File: config.mk
export PLATFORM = sky130hd
export DESIGN_NAME = mem_stage_flat
export DESIGN_NICKNAME = d
export VERILOG_FILES = /design/src/rtl/mem_stage_if.sv /design/src/rtl/mem_stage.sv /design/src/flat_wrapper.sv
export SDC_FILE = /design/constraint.sdc
export NUM_CORES = 1
export LEC_CHECK = 0
export ABC_AREA = 1
export BUFFER_PORTS_ARGS = -buffer_cell sky130_fd_sc_hd__buf_4
export CORE_MARGIN = 4
export CORE_UTILIZATION = 39
export CTS_CLUSTER_DIAMETER = 80
export DETAILED_ROUTE_END_ITERATION = 6
export PLACE_DENSITY_LB_ADDON = 0.12
export SETUP_SLACK_MARGIN = 0.15
export SLEW_MARGIN = 5
export SYNTH_ARGS = -nofsm -noshare
export SYNTH_HDL_FRONTEND = slang
export SYNTH_SLANG_ARGS = --single-unit
File: constraint.sdc
create_clock -name clk -period 1.8 [get_ports clk]
set_input_delay 0.45 -clock clk [delete_from_list [all_inputs] [get_ports clk]]
set_output_delay 0.45 -clock clk [all_outputs]
set_load 0.01 [all_outputs]
File: src/rtl/mem_stage_if.sv
// Data-memory request / read-return channel between the MEM stage and data memory.
//   req    : request valid (stage -> memory)
//   we     : 1 = store, 0 = load
//   addr   : byte address
//   wdata  : store data
//   ready  : request accepted this cycle (memory -> stage)
//   rvalid : load data valid
//   rdata  : load data
// Modports: master = MEM stage side, slave = memory side.
interface mem_stage_if;
    localparam int unsigned DATA_W = 32;

    logic              req;
    logic              we;
    logic [DATA_W-1:0] addr;
    logic [DATA_W-1:0] wdata;
    logic              ready;
    logic              rvalid;
    logic [DATA_W-1:0] rdata;

    modport master (
        output req, we, addr, wdata,
        input  ready, rvalid, rdata
    );

    modport slave (
        input  req, we, addr, wdata,
        output ready, rvalid, rdata
    );
endinterface

File: src/rtl/mem_stage.sv
// MEM pipeline stage: issues loads/stores from the EX/MEM register to data
// memory, owns the MEM/WB register (writeback + EX forwarding source) and
// stalls upstream while an access is outstanding.
// Ports:
//   clk, rst            : core clock, asynchronous active-high reset
//   EX_MEM_*            : EX/MEM register contents (held stable while MEM_stall)
//   dmem                : data-memory channel (mem_stage_if.master)
//   MEM_stall           : instruction in MEM cannot retire this cycle (combinational)
//   MEM_WB_result/rd/regwrite : registered writeback payload
//   MEM_error           : sticky access-timeout flag
// Optional feature: define MEM_TIMEOUT_EN to abandon an access after
// TIMEOUT_CYCLES stalled cycles; otherwise accesses wait indefinitely and
// MEM_error is tied low.
module mem_stage #(
    parameter int unsigned TIMEOUT_CYCLES = 255,
    parameter int unsigned TIMEOUT_W      = 16
) (
    input  logic        clk,
    input  logic        rst,
    input  logic        EX_MEM_valid,
    input  logic [31:0] EX_MEM_ALU_result,
    input  logic [31:0] EX_MEM_rs2_data,
    input  logic [4:0]  EX_MEM_rd,
    input  logic        EX_MEM_memread,
    input  logic        EX_MEM_memwrite,
    input  logic        EX_MEM_memtoreg,
    input  logic        EX_MEM_regwrite,
    mem_stage_if.master dmem,
    output logic        MEM_stall,
    output logic [31:0] MEM_WB_result,
    output logic [4:0]  MEM_WB_rd,
    output logic        MEM_WB_regwrite,
    output logic        MEM_error
);
    localparam int unsigned DATA_W = 32;
    localparam int unsigned REG_W  = 5;

    typedef enum logic [0:0] {IDLE, WAIT_DATA} state_t;

    state_t             state, state_nxt;
    logic               memop_c;
    logic               wb_load_c;      // MEM/WB captures a new value this edge
    logic               mem_wait_c;     // memory op stalled this cycle (before timeout)
    logic               timeout_c;
    logic [DATA_W-1:0]  wb_result_nxt;
    logic               wb_regwrite_nxt;

`ifdef MEM_TIMEOUT_EN
    logic [TIMEOUT_W-1:0] timeout_cnt;
    assign timeout_c = mem_wait_c && (timeout_cnt == TIMEOUT_W'(TIMEOUT_CYCLES));
`else
    localparam int unsigned unused_timeout_cfg = TIMEOUT_CYCLES + TIMEOUT_W;
    assign timeout_c = 1'b0;
`endif

    // Request channel, stall and MEM/WB next-value selection.
    always_comb begin
        memop_c         = EX_MEM_valid & (EX_MEM_memread | EX_MEM_memwrite);
        dmem.req        = 1'b0;
        dmem.we         = EX_MEM_memwrite;
        dmem.addr       = EX_MEM_ALU_result;
        dmem.wdata      = EX_MEM_rs2_data;
        MEM_stall       = 1'b0;
        mem_wait_c      = 1'b0;
        wb_load_c       = 1'b0;
        wb_result_nxt   = EX_MEM_ALU_result;
        wb_regwrite_nxt = EX_MEM_regwrite & EX_MEM_valid;
        state_nxt       = state;

        case (state)
            IDLE: begin
                dmem.req = memop_c;
                if (!memop_c) begin
                    wb_load_c = 1'b1;
                end else if (!dmem.ready) begin
                    mem_wait_c = 1'b1;
                end else if (EX_MEM_memwrite) begin
                    wb_load_c = 1'b1;
                end else begin
                    MEM_stall = 1'b1;
                    state_nxt = WAIT_DATA;
                end
            end
            WAIT_DATA: begin
                if (dmem.rvalid) begin
                    wb_load_c       = 1'b1;
                    wb_result_nxt   = EX_MEM_memtoreg ? dmem.rdata : EX_MEM_ALU_result;
                    wb_regwrite_nxt = EX_MEM_regwrite;
                    state_nxt       = IDLE;
                end else begin
                    mem_wait_c = 1'b1;
                end
            end
            default: state_nxt = IDLE;
        endcase

        if (mem_wait_c) begin
            MEM_stall = 1'b1;
        end

        // Abandon the access: retire with no writeback.
        if (timeout_c) begin
            MEM_stall       = 1'b0;
            wb_load_c       = 1'b1;
            wb_result_nxt   = '0;
            wb_regwrite_nxt = 1'b0;
            state_nxt       = IDLE;
        end

        if (rst) begin
            dmem.req  = 1'b0;
            MEM_stall = 1'b0;
        end
    end

    // State and MEM/WB register; MEM/WB holds while stalled to keep forwarding valid.
    always_ff @(posedge clk or posedge rst) begin
        if (rst) begin
            state           <= IDLE;
            MEM_WB_result   <= '0;
            MEM_WB_rd       <= '0;
            MEM_WB_regwrite <= 1'b0;
        end else begin
            state <= state_nxt;
            if (wb_load_c) begin
                MEM_WB_result   <= wb_result_nxt;
                MEM_WB_rd       <= REG_W'(EX_MEM_rd);
                MEM_WB_regwrite <= wb_regwrite_nxt;
            end
        end
    end

`ifdef MEM_TIMEOUT_EN
    // Stalled-cycle counter and sticky error flag.
    always_ff @(posedge clk or posedge rst) begin
        if (rst) begin
            timeout_cnt <= '0;
            MEM_error   <= 1'b0;
        end else begin
            if (wb_load_c) begin
                timeout_cnt <= '0;
            end else if (mem_wait_c) begin
                timeout_cnt <= timeout_cnt + TIMEOUT_W'(1);
            end
            if (timeout_c) begin
                MEM_error <= 1'b1;
            end
        end
    end
`else
    assign MEM_error = 1'b0;
`endif

endmodule

File: src/flat_wrapper.sv
// flat-port wrapper written by rule: the top's interface ports become plain ports
module mem_stage_flat 
#(
    parameter int unsigned TIMEOUT_CYCLES = 255,
    parameter int unsigned TIMEOUT_W      = 16
)
  (clk, rst, EX_MEM_valid, EX_MEM_ALU_result, EX_MEM_rs2_data, EX_MEM_rd, EX_MEM_memread, EX_MEM_memwrite, EX_MEM_memtoreg, EX_MEM_regwrite, MEM_stall, MEM_WB_result, MEM_WB_rd, MEM_WB_regwrite, MEM_error, dmem_req, dmem_we, dmem_addr, dmem_wdata, dmem_ready, dmem_rvalid, dmem_rdata);
  mem_stage_if dmem_i ();
  input  logic clk;
  input  logic rst;
  input  logic EX_MEM_valid;
  input  logic [31:0] EX_MEM_ALU_result;
  input  logic [31:0] EX_MEM_rs2_data;
  input  logic [4:0] EX_MEM_rd;
  input  logic EX_MEM_memread;
  input  logic EX_MEM_memwrite;
  input  logic EX_MEM_memtoreg;
  input  logic EX_MEM_regwrite;
  output logic MEM_stall;
  output logic [31:0] MEM_WB_result;
  output logic [4:0] MEM_WB_rd;
  output logic MEM_WB_regwrite;
  output logic MEM_error;
  output wire logic [$bits(dmem_i.req)-1:0] dmem_req;
  output wire logic [$bits(dmem_i.we)-1:0] dmem_we;
  output wire logic [$bits(dmem_i.addr)-1:0] dmem_addr;
  output wire logic [$bits(dmem_i.wdata)-1:0] dmem_wdata;
  input wire logic [$bits(dmem_i.ready)-1:0] dmem_ready;
  input wire logic [$bits(dmem_i.rvalid)-1:0] dmem_rvalid;
  input wire logic [$bits(dmem_i.rdata)-1:0] dmem_rdata;
  assign dmem_req = dmem_i.req;
  assign dmem_we = dmem_i.we;
  assign dmem_addr = dmem_i.addr;
  assign dmem_wdata = dmem_i.wdata;
  assign dmem_i.ready = dmem_ready;
  assign dmem_i.rvalid = dmem_rvalid;
  assign dmem_i.rdata = dmem_rdata;
  mem_stage #(.TIMEOUT_CYCLES(TIMEOUT_CYCLES), .TIMEOUT_W(TIMEOUT_W)) u_core (.clk(clk), .rst(rst), .EX_MEM_valid(EX_MEM_valid), .EX_MEM_ALU_result(EX_MEM_ALU_result), .EX_MEM_rs2_data(EX_MEM_rs2_data), .EX_MEM_rd(EX_MEM_rd), .EX_MEM_memread(EX_MEM_memread), .EX_MEM_memwrite(EX_MEM_memwrite), .EX_MEM_memtoreg(EX_MEM_memtoreg), .EX_MEM_regwrite(EX_MEM_regwrite), .dmem(dmem_i), .MEM_stall(MEM_stall), .MEM_WB_result(MEM_WB_result), .MEM_WB_rd(MEM_WB_rd), .MEM_WB_regwrite(MEM_WB_regwrite), .MEM_error(MEM_error));
endmodule
==> results.json <==
{
  "fin_ws_ps": 177,
  "p_leak_nw": 1.98,
  "max_cap_violations": 0,
  "grt_max_degree": 38,
  "ys_types": 18,
  "die_h_um": 90.2,
  "period_share_pct": 90.2,
  "max-vdd-ir-drop_v": 0.000356,
  "yosysTopAreaCell": "dfrtp_1",
  "reg2reg_depth": 8,
  "drv_slew": 0,
  "fin_area_mm2": 0.00348,
  "ios": 216,
  "vias": 2568,
  "timing.hold.ws_ps": 146,
  "die_area_mm2": 0.00813,
  "vias_per_cell": 4.95,
  "grt_util_all_layers_pct": 18.5,
  "fin_setup_tns_ps": 0,
  "status": "finished, final reports clean",
  "placed_cell_area_mm2": 0.00332,
  "syn_avg_cell_area_um2": 7.28,
  "p_per_area_mw_per_mm2": 795,
  "drtIter0Drc": 92,
  "first_pass_iters": 4,
  "cp_max_fo": 3,
  "fin_worst_skew_ps": 6.70,
  "die_x_um": 90.2,
  "ys_seq_area_share_pct": 37.1,
  "critical_path.endpoint_type": "output pin",
  "hold_viol_final": 0,
  "portBuffers": 150,
  "cts_max_path_buffers": 2,
  "cts_sinks": 39,
  "drtAntennaViolNets": 0,
  "instances_no_fill": 519,
  "start_util_pct": 40.8,
  "h-tree-depth": 2,
  "place_inst": 509,
  "hp-class": "input pin to asynchronous set/reset pin",
  "fill_cells": 659,
  "arrival_ps": 1170,
  "final_util_pct": 53.8,
  "worstSkewPairLatency_ps": 290,
  "nets": 551,
  "grt_pass1_wl_um": 12600,
  "finalWirelength_um": 7650,
  "syn-num-nets": 472,
  "start_kind": "register",
  "antenna_cells": 0,
  "fmax_mhz": 616,
  "drive_above_1_share_pct": 40.0,
  "drc_errors": 0,
  "rsz0062_at_grt": "yes",
  "root_buffer": "clkbuf_8",
  "power_mw": 2.76,
  "wire_per_inst_um": 14.7,
  "cp.required_ps": 1350,
  "period_needed_ps": 1620,
  "clk_pin_slew_ps": 80,
  "syn_area_mm2": 0.00263,
  "grt_pass1_vias": 2638,
  "setup_viol": 0,
  "preCtsSetupSlack_ps": 190,
  "ys_ff_latch": 39,
  "criticalPathCategory": "register to output pin",
  "cts_buffers": 5,
  "antenna_found_initial": 0,
  "yosys.area.top_type_share_pct": 37.1,
  "grt.overflow.total": 0,
  "synth_cells": 362,
  "ys_top_cells_by_area": "dfrtp_1 (37%), nand2_1 (21%), buf_4 (19%)",
  "place_hpwl_um": 5830,
  "rows": 29,
  "coreArea_mm2": 0.00646,
  "gp_congestion": 0.790,
  "ys_warn_count": 0,
  "area_growth_pct": 32.0,
  "cts_tree": "done"
}
==> final timing paths <==
path | from | endpoint | slack (ps)
hold / removal | rst | u_core.MEM_WB_result[20] | 150
max in group asynchronous | rst | u_core.MEM_WB_result[3] | 1200
hold reg to reg | u_core.MEM_WB_rd[2] | u_core.MEM_WB_rd[2] | 480
setup reg to reg | u_core.state | u_core.MEM_WB_result[10] | 310
setup / recovery | u_core.state | MEM_stall | 180
min in group clk | EX_MEM_rd[4] | u_core.MEM_WB_rd[4] | 380
==> cell type report <==
| cell class | count | area [um2] | area share, % |
|---|---|---|---|
| repair buffers | 165 | 1250 | 36.0 |
| multi-input cells | 225 | 997 | 28.7 |
| well taps | 77 | 96.3 | 2.77 |
| clock buffers | 5 | 68.8 | 1.98 |
| flip-flops and latches | 39 | 976 | 28.1 |
| clock inverters | 3 | 67.6 | 1.94 |
| inverters | 5 | 18.8 | 0.540 |
==> sequential cells by signal (all words and copies together), names as in the netlist <==
| register | count |
|---|---|
| u_core.MEM_WB_rd | 5 |
| u_core.MEM_WB_result | 32 |
| u_core.MEM_WB_regwrite | 1 |
| u_core.state | 1 |
==> logic make-up after synthesis <==
family | Yosys count | share of synthesized area, %
AOI/OAI and AO/OA | 3 | 0.665
buffers and inverters | 98 | 25.2
DFF | 39 | 37.1
other | 1 | 0.142
and+or+nand+nor | 221 | 36.9
==> Yosys cell counts <==
cell / number
nor2_1: 1
a21oi_1: 1
clkbuf_1: 12
nand3_1: 39
nand4_1: 32
dfrtp_1: 39
nor2_4: 1
o21ai_0: 1
nand3_2: 1
a21boi_0: 1
buf_2: 8
buf_6: 5
buf_1: 1
clkbuf_2: 1
conb_1: 1
inv_1: 5
nand2_1: 147
buf_4: 66
==> power breakdown <==
| group | total (mW) | switching, mW | leakage (nW) | internal (mW) |
|---|---|---|---|---|
| Sequential | 1.07 | 0.0717 | 0.471 | 0.996 |
| Clock | 0.867 | 0.314 | 0.0644 | 0.553 |
| Combinational | 0.827 | 0.411 | 1.45 | 0.416 |
==> cells in the final DEF (no fill, tap or decap), types with 2 or more instances in the layout <==
| cell | count |
|---|---|
| nand3_1 | 39 |
| nand4_1 | 32 |
| clkbuf_8 | 5 |
| bufinv_16 | 2 |
| inv_1 | 4 |
| dfrtp_1 | 39 |
| nand2_1 | 147 |
| buf_4 | 164 |
==> critical path, stage by stage (launching register included) <==
cell	delay [ps]
dfrtp_1	430
nor2_4	110
nand3_2	90
a21oi_2	130
buf_4	130
==> what timing repair did <==
item	in CTS	in global routing
hold buffers	0	0
endpoints found under the setup margin	1	2
pin swaps	1	0
gates resized for setup	1	0
setup buffers	2	0
==> per-layer routing <==
layer	track usage, %	wire length, um	vias up
met1	22.3	3170	1188
met5	0	0	-
met4	4.21	46	0
met2	31.6	3710	119
li1	-	-	1255
met3	6.76	727	6
Note: power is estimated with default switching activity, not from simulation.
